## config.mk

```make
export PLATFORM = sky130hd
export DESIGN_NAME = seq_mul_flat
export DESIGN_NICKNAME = d
export VERILOG_FILES = /design/src/rtl/seq_mul_if.sv /design/src/rtl/seq_mul.sv /design/src/flat_wrapper.sv
export SDC_FILE = /design/constraint.sdc
export NUM_CORES = 1
export LEC_CHECK = 0
export BUFFER_PORTS_ARGS = -buffer_cell sky130_fd_sc_hd__buf_2
export CORE_MARGIN = 2
export CORE_UTILIZATION = 40
export CTS_CLUSTER_DIAMETER = 120
export DETAILED_ROUTE_END_ITERATION = 6
export SETUP_SLACK_MARGIN = 0.3
export SYNTH_ARGS = -nofsm -noshare
export SYNTH_HDL_FRONTEND = slang
export SYNTH_SLANG_ARGS = --single-unit
```

## constraint.sdc

```tcl
create_clock -name clk -period 5.3 [get_ports clk]
set_clock_uncertainty 0.05 [all_clocks]
set_input_delay 0.53 -clock clk [delete_from_list [all_inputs] [get_ports clk]]
set_output_delay 0.53 -clock clk [all_outputs]
set_load 0.1 [all_outputs]
```

## src/rtl/seq_mul_if.sv

```systemverilog
// rtl/seq_mul_if.sv - request/result bundle for the seq_mul iterative multiplier
interface seq_mul_if #(
    parameter int N = 16
);
    logic         start;
    logic         is_signed;
    logic [N-1:0] rs1_reg;
    logic [N-1:0] rs2_reg;
    logic         busy;
    logic         done;
    logic [N-1:0] mul_rd;
    logic [N-1:0] m_co;
    logic         ovf;

    modport master (
        output start, is_signed, rs1_reg, rs2_reg,
        input  busy, done, mul_rd, m_co, ovf
    );

    modport slave (
        input  start, is_signed, rs1_reg, rs2_reg,
        output busy, done, mul_rd, m_co, ovf
    );
endinterface

```

## src/rtl/seq_mul.sv

```systemverilog
// rtl/seq_mul.sv - iterative shift-add multiplier, optional EARLY_TERM_EN early exit
module seq_mul #(
    parameter int N = 16
) (
    input  logic      clk,
    input  logic      rst,
    seq_mul_if.slave  bus
);
    localparam int CW = $clog2(N);

    typedef enum logic [1:0] {
        S_IDLE = 2'd0,
        S_RUN  = 2'd1,
        S_DONE = 2'd2
    } state_t;

    state_t r_state;
    state_t w_next;
    logic   w_busy;
    logic   w_done;

    logic [N-1:0]   r_mcand;
    logic [N-1:0]   r_mplr;
    logic [N-1:0]   r_acc_hi;
    logic [CW-1:0]  r_cnt;
    logic           r_neg;
    logic           r_signed;
    logic [N-1:0]   r_mul_rd;
    logic [N-1:0]   r_m_co;
    logic           r_ovf;

    logic           w_accept;
    logic           w_sign1;
    logic           w_sign2;
    logic [N-1:0]   w_mag1;
    logic [N-1:0]   w_mag2;
    logic [N:0]     w_sum;
    logic [N-1:0]   w_acc_nx;
    logic [N-1:0]   w_mplr_nx;
    logic           w_last;
    logic [2*N-1:0] w_prod;
    logic [2*N-1:0] w_res;
    logic           w_ovf;

    // A new request is taken whenever no operation is in flight, including the DONE cycle.
    assign w_accept = bus.start && (r_state != S_RUN);

    // Signed operands are reduced to magnitudes; the sign is reapplied to the full product.
    assign w_sign1 = bus.is_signed & bus.rs1_reg[N-1];
    assign w_sign2 = bus.is_signed & bus.rs2_reg[N-1];
    assign w_mag1  = w_sign1 ? -bus.rs1_reg : bus.rs1_reg;
    assign w_mag2  = w_sign2 ? -bus.rs2_reg : bus.rs2_reg;

    // One conditional add per cycle; the carry becomes the top bit after the right shift.
    assign w_sum     = {1'b0, r_acc_hi} + (r_mplr[0] ? {1'b0, r_mcand} : {(N+1){1'b0}});
    assign w_acc_nx  = w_sum[N:1];
    assign w_mplr_nx = {w_sum[0], r_mplr[N-1:1]};

`ifdef EARLY_TERM_EN
    logic [N-1:0]  r_mrem;
    logic [N-1:0]  w_mrem_nx;
    logic [CW-1:0] w_shamt;

    // Unconsumed multiplier bits; once they are all zero the remaining steps would only shift.
    assign w_mrem_nx = r_mrem >> 1;
    assign w_last    = (r_cnt == CW'(N - 1)) || (w_mrem_nx == '0);
    assign w_shamt   = CW'(N - 1) - r_cnt;
    assign w_prod    = {w_acc_nx, w_mplr_nx} >> w_shamt;

    // Track the remaining multiplier bits alongside the main datapath.
    always_ff @(posedge clk) begin
        if (rst) begin
            r_mrem <= '0;
        end else if (w_accept) begin
            r_mrem <= w_mag2;
        end else if (r_state == S_RUN) begin
            r_mrem <= w_mrem_nx;
        end
    end
`else
    assign w_last = (r_cnt == CW'(N - 1));
    assign w_prod = {w_acc_nx, w_mplr_nx};
`endif

    assign w_res = r_neg ? -w_prod : w_prod;
    assign w_ovf = r_signed ? (w_res[2*N-1:N] != {N{w_res[N-1]}})
                            : (w_res[2*N-1:N] != '0);

    // State register.
    always_ff @(posedge clk) begin
        if (rst) begin
            r_state <= S_IDLE;
        end else begin
            r_state <= w_next;
        end
    end

    // Next-state and handshake outputs.
    always_comb begin
        w_next = r_state;
        w_busy = 1'b0;
        w_done = 1'b0;
        case (r_state)
            S_IDLE: begin
                if (bus.start) w_next = S_RUN;
            end
            S_RUN: begin
                w_busy = 1'b1;
                if (w_last) w_next = S_DONE;
            end
            S_DONE: begin
                w_done = 1'b1;
                w_next = bus.start ? S_RUN : S_IDLE;
            end
            default: w_next = S_IDLE;
        endcase
    end

    // Operand latch, shift-add step, and result capture on the step that enters DONE,
    // so mul_rd/m_co/ovf are already valid while done is high.
    always_ff @(posedge clk) begin
        if (rst) begin
            r_mcand  <= '0;
            r_mplr   <= '0;
            r_acc_hi <= '0;
            r_cnt    <= '0;
            r_neg    <= 1'b0;
            r_signed <= 1'b0;
            r_mul_rd <= '0;
            r_m_co   <= '0;
            r_ovf    <= 1'b0;
        end else if (w_accept) begin
            r_mcand  <= w_mag1;
            r_mplr   <= w_mag2;
            r_acc_hi <= '0;
            r_cnt    <= '0;
            r_neg    <= w_sign1 ^ w_sign2;
            r_signed <= bus.is_signed;
        end else if (r_state == S_RUN) begin
            r_acc_hi <= w_acc_nx;
            r_mplr   <= w_mplr_nx;
            r_cnt    <= r_cnt + 1'b1;
            if (w_last) begin
                r_mul_rd <= w_res[N-1:0];
                r_m_co   <= w_res[2*N-1:N];
                r_ovf    <= w_ovf;
            end
        end
    end

    assign bus.busy   = w_busy;
    assign bus.done   = w_done;
    assign bus.mul_rd = r_mul_rd;
    assign bus.m_co   = r_m_co;
    assign bus.ovf    = r_ovf;
endmodule

```

## src/flat_wrapper.sv

```systemverilog
// flat-port wrapper written by rule: the top's interface ports become plain ports
module seq_mul_flat 
#(
    parameter int N = 16
)
  (clk, rst, bus_start, bus_is_signed, bus_rs1_reg, bus_rs2_reg, bus_busy, bus_done, bus_mul_rd, bus_m_co, bus_ovf);
  seq_mul_if #(.N(N)) bus_i ();
  input  logic clk;
  input  logic rst;
  input wire logic [$bits(bus_i.start)-1:0] bus_start;
  input wire logic [$bits(bus_i.is_signed)-1:0] bus_is_signed;
  input wire logic [$bits(bus_i.rs1_reg)-1:0] bus_rs1_reg;
  input wire logic [$bits(bus_i.rs2_reg)-1:0] bus_rs2_reg;
  output wire logic [$bits(bus_i.busy)-1:0] bus_busy;
  output wire logic [$bits(bus_i.done)-1:0] bus_done;
  output wire logic [$bits(bus_i.mul_rd)-1:0] bus_mul_rd;
  output wire logic [$bits(bus_i.m_co)-1:0] bus_m_co;
  output wire logic [$bits(bus_i.ovf)-1:0] bus_ovf;
  assign bus_i.start = bus_start;
  assign bus_i.is_signed = bus_is_signed;
  assign bus_i.rs1_reg = bus_rs1_reg;
  assign bus_i.rs2_reg = bus_rs2_reg;
  assign bus_busy = bus_i.busy;
  assign bus_done = bus_i.done;
  assign bus_mul_rd = bus_i.mul_rd;
  assign bus_m_co = bus_i.m_co;
  assign bus_ovf = bus_i.ovf;
  seq_mul #(.N(N)) u_core (.clk(clk), .rst(rst), .bus(bus_i));
endmodule
```

* After elaboration in Yosys (flattened, before gate mapping) *
Index checks and enable logic that the tools add are counted.
Widths: inputs -> output; s select.

operators by class
  add/sub/neg operators = 5
  eq/ne operators = 7
  mux-type cells = 13
  bitwise gates (word level) = 4
  reductions and logical operators = 7

operators with widths
  operator             number
  $mux 16              5
  $mux 32              1
  $neg 16->16          2
  $neg 32->32          1
  $add 16x17->17       1
  $ne 16x16->1         1
  $reduce_bool 16->1   1
  $pmux 2 s3           1
  $add 4x1->4 const B  1
  $eq 4x4->1 const B   1
  $mux 1               4
  $mux 2               2
  $ne 2x1->1 const B   2
  $reduce_and 3->1     1
  $and 1x1->1          2
  $eq 2x1->1 const B   1
  $eq 2x2->1 const B   1
  $logic_not 2->1      1
  $ne 2x2->1 const B   1
  $reduce_and 2->1     1
  $reduce_bool 2->1    1
  $reduce_or 2->1      1
  $logic_and 1x1->1    1
  $not 1->1            1
  $xor 1x1->1          1

word-level totals
  register bits after elaboration = 89
  logic and storage cells = 46

* Logic depth before layout (Yosys ltp) *
  depth after elaboration = 6
  gate-level depth with buffers = 14
  gate-level depth less buffers = 13

* Worst setup path after synthesis *
No wires, ideal clock.

  path type = register to register
  start point = reg u_core.r_mplr[0]
  end point = reg u_core.r_ovf (netlist: u_core.bus.ovf)
  setup time = 0.115 ns
  data arrival time = 3.964 ns
  required time = 5.135 ns
  setup slack = 1.171 ns
  cell stages (with the launch flop) = 15
  clock period less this slack = 4.129 ns
  path through = dfxtp_1 -> clkbuf_1 -> and2_1 -> ha_1 -> fa_1 -> xor2_1 -> or4_4 -> a211o_1 -> or4b_1 -> o41ai_2 -> xor2_1 -> or4b_1 -> nor4b_2 -> a311oi_1 -> o21a_1

between the ends
  cells in the longest elaborated chain, start to end = 6
  elaborated cells on any way between the ends = 7
  classes of those cells = 2 x add/sub; 1 x eq/ne; 3 x mux; 1 x reduce/logical

RTL lines
  item                                                line                          RTL
  start, declared                                     seq_mul.sv:23                 logic [N-1:0] r_mplr;
  start signal, assigned                              seq_mul.sv:134                r_mplr <= w_mag2;
  start signal, assigned                              seq_mul.sv:141                r_mplr <= w_mplr_nx;
  $mux 16 *                                           seq_mul.sv:55                 assign w_sum = {1'b0, r_acc_hi} + (r_mplr[0] ? {1'b0, r_mcand} : {(N+1){1'b0}});
  $add 16x17->17 *                                    seq_mul.sv:55
  $neg 32->32                                         seq_mul.sv:85                 assign w_res = r_neg ? -w_prod : w_prod;
  $mux 32 *                                           seq_mul.sv:85
  $ne 16x16->1 or $reduce_bool 16->1 (tied branches)  seq_mul.sv:86, seq_mul.sv:87
  $mux 1 *                                            seq_mul.sv:86                 assign w_ovf = r_signed ? (w_res[2*N-1:N] != {N{w_res[N-1]}})
  end signal, assigned                                seq_mul.sv:146                r_ovf <= w_ovf;
  end, declared                                       seq_mul.sv:30                 logic r_ovf;

Mark *: on every way between the ends. The rest lies on a longest branch, timed or not.
A chain may end at the register's enable or synchronous reset.

* Worst setup path in the final report *
Same ends and word-level chain as after synthesis.

==> impl_metrics.tcl <==
set metrics [dict create \
    status "complete, no violations" \
    combPwrFrac_pct 16.6 \
    ios 71 \
    finalCriticalPeriod_ps 4500 \
    grt_max_degree 71 \
    setup_viol 0 \
    via_per_inst 5.40 \
    cp_data_required_time_ps 5490 \
    final_hold_viol_count 0 \
    synth_area_um2 5700 \
    drt_iter0_markers 354 \
    syn_area_per_cell_um2 7.76 \
    drive_gt1_share_pct 13.9 \
    max_stage_delay_ps 570 \
    gp_congestion 0.882 \
    fin_tns_setup_ps 0 \
    synth_cells 734 \
    rows 43 \
    die_area_um2 15200 \
    regArea_um2 1780 \
    cp-start-kind "flop" \
    routed_wl_mm 14.4 \
    route.detailed.drc 0 \
    grt_pass1_vias 4664 \
    dpl.hpwl_mm 10.8 \
    grt_setup_unrepaired "false" \
    p_total_w 0.00171 \
    synth_nets 791 \
    antenna_found_initial 0 \
    arrival_ps 4690 \
    peakVddDrop_mv 0.144 \
    fill_cells 1425 \
    maxSlewHeadroom_pct 36.7 \
    cp-end-kind "flop" \
    coreArea_um2 13900 \
    crit_family "compound AO/OA/AOI/OAI gates" \
    max_freq_mhz 222 \
    cts_sinks 89 \
    dr.pass1.iters 4 \
    power.leakage_nw 2.48 \
    final.setup.worst_slack_ps 804 \
    multi_input_area_um2 3700 \
    cts_tree "done" \
    vias 5181 \
    drv_cap 0 \
    ys_seq_elements 89 \
    netlist-cell-type-count 60 \
    synthArstFlopShare_pct 0 \
    switchingPower_w 0.000486 \
    post-route-period-util_pct 84.8 \
    cp_num_buf_inv 0 \
    grt_pass1_wl_mm 23.3 \
    hold_path.class "flop to flop" \
    pwr_density_cell_nw_per_um2 264 \
    cts_buffers 9 \
    clockBufferDepth 2 \
    synth_ff_type "dfxtp_1" \
    path_class "flop to flop" \
    p_seq_share_pct 42.6 \
    h-tree-depth 3 \
    path_cells "and2_1, ha_1, a2111oi_0, o21ai_0, a221oi_2, or4b_4, o31ai_1, xor2_1, or4b_1, nor4b_2, a311oi_1, o21a_1" \
    yosys_warnings 0 \
    max_slew.worst_pin.slew_ps 950 \
    ant_nets 0 \
    worstPathMaxFanout 17 \
    clkPwrFrac_pct 40.8 \
    report.final.slew_viol_count 0 \
    grt_use_total_pct 19.3 \
    synth_edf_count 0 \
    dp_slack_ps 734 \
    p_int_w 0.00122 \
    path_clk_slew_ps 70 \
    yosysSeqAreaShare_pct 31.3 \
    die_width_um 123 \
    clk_latency_ps 350 \
    start_util_pct 41.0 \
    clock_tree.root_cell "clkbuf_16" \
    grt_overflow 0 \
    die_h_um 123 \
    critPathSlowestCell "a2111oi_0" \
    swShare_pct 28.5 \
    synthToLayoutAreaGrowth_pct 13.4 \
    io_buffers 70 \
    num_antenna_cells 0 \
    routedWlPerCell_um 15.1 \
    fin_nets 831 \
]
==> state kept, by name, indices dropped and copies added (netlist names) <==
name / count
u_core.r_acc_hi: 16
u_core.r_signed: 1
u_core.r_mplr: 16
u_core.bus.mul_rd: 16
u_core.r_neg: 1
u_core.bus.ovf: 1
u_core.bus.m_co: 16
u_core.r_cnt: 4
u_core.r_state: 2
u_core.r_mcand: 16
==> cells in the final DEF, fill, tap and decap left out, drive strengths merged, types with 5 or more instances in the layout <==
master / count
nor2: 108
dfxtp: 89
nand2: 76
buf: 75
a21oi: 55
a211oi: 52
xor2: 40
o21ai: 28
xnor2: 27
and2: 23
ha: 20
nand3: 15
nor3: 15
inv: 15
o31ai: 13
or3: 12
clkbuf: 10
a311oi: 9
nor4: 9
o41ai: 8
mux2i: 6
nand2b: 5
nor2b: 5
==> repair_timing <==
item | 4_1_cts | 5_1_grt
hold buffers | 0 | 0
resized for setup | 0 | 1
endpoints found under the setup margin | 0 | 1
setup buffers | 0 | 0
hold endpoints to repair | 0 | 0
==> tightest hold or removal path: stages (launching register included) <==
cell and delay, ps:
dfxtp_1 310, nand2_1 50, a21oi_1 50
==> power groups by stage <==
stage          clock, W  sequential, W  combinational (W)
2_1_floorplan         0       0.000728           0.000214
3_3_place_gp          0       0.000740           0.000277
3_5_place_dp          0       0.000741           0.000282
4_1_cts        0.000717       0.000726           0.000283
5_1_grt        0.000737       0.000731           0.000316
6_report       0.000697       0.000726           0.000282
==> cell families after synthesis <==
family,Yosys count,share of synthesized area [%]
AND/OR/NAND/NOR,293,24.8
XOR/XNOR,67,10.4
AO/OA/AOI/OAI,198,23.6
multiplexers,7,1.25
adder cells (fa/ha/maj),21,4.75
flip-flops,89,31.3
buffers and inverters,59,3.93
==> cells in the mapped netlist, drive strengths merged (4+ instances only) <==
library cell	n	area [um^2]
nor2	108	405
dfxtp	89	1780
nand2	76	285
a21oi	55	275
a211oi	52	395
xor2	40	358
clkbuf	39	146
o21ai	28	140
xnor2	27	236
and2	23	144
ha	20	250
nand3	15	75.1
nor3	15	75.1
inv	13	48.8
o31ai	13	97.6
or3	12	75.1
a311oi	9	78.8
nor4	9	62.6
o41ai	8	85.1
buf	7	28.8
mux2i	6	60.1
nand2b	5	31.3
nor2b	5	31.3
a31oi	4	25.0
nand4	4	25.0
o21a	4	30.0
o22ai	4	25.0
==> per-layer routing <==
layer	vias to the layer above	global-route usage, %	share of wire [%]
met2	97	28.2	42
met1	2360	28.7	52
met4	0	6.75	0.38
met5	-	0	0
met3	2	2.86	4.8
li1	2722	-	-
==> through the flow <==
step	util [%]	hold WS, ps	std cells	instance area (um^2)
finish	46.5	406	959	6460
global placement	44.2	392	943	6140
global route	46.5	424	959	6460
detailed placement	44.2	397	943	6140
CTS	46.5	389	959	6460
floorplan	-	377	734	5700
==> path summary, 6_finish.rpt <==
kind                                                      start                               to  slack, ps  cells past startpoint
worst min register to register  u_core.r_mcand[13]$_SDFFE_PP0P_  u_core.r_mcand[13]$_SDFFE_PP0P_        410                      2
worst min-delay path            u_core.r_mcand[13]$_SDFFE_PP0P_  u_core.r_mcand[13]$_SDFFE_PP0P_        410                      2
worst max register to register    u_core.r_mplr[0]$_SDFFE_PP0P_      u_core.bus.ovf$_SDFFE_PP0P_        800                     12
worst max-delay path              u_core.r_mplr[0]$_SDFFE_PP0P_      u_core.bus.ovf$_SDFFE_PP0P_        800                     12
==> layout make-up <==
class	instances	share of cell area (%)
Sequential cell	89	27.6
Timing Repair Buffer	75	6.00
Multi-Input combinational cell	586	57.2
Tap cell	180	3.49
Clock buffer	10	3.54
Inverter	13	0.755
Clock inverter	6	1.39
Power figures use the tool's default switching activity.
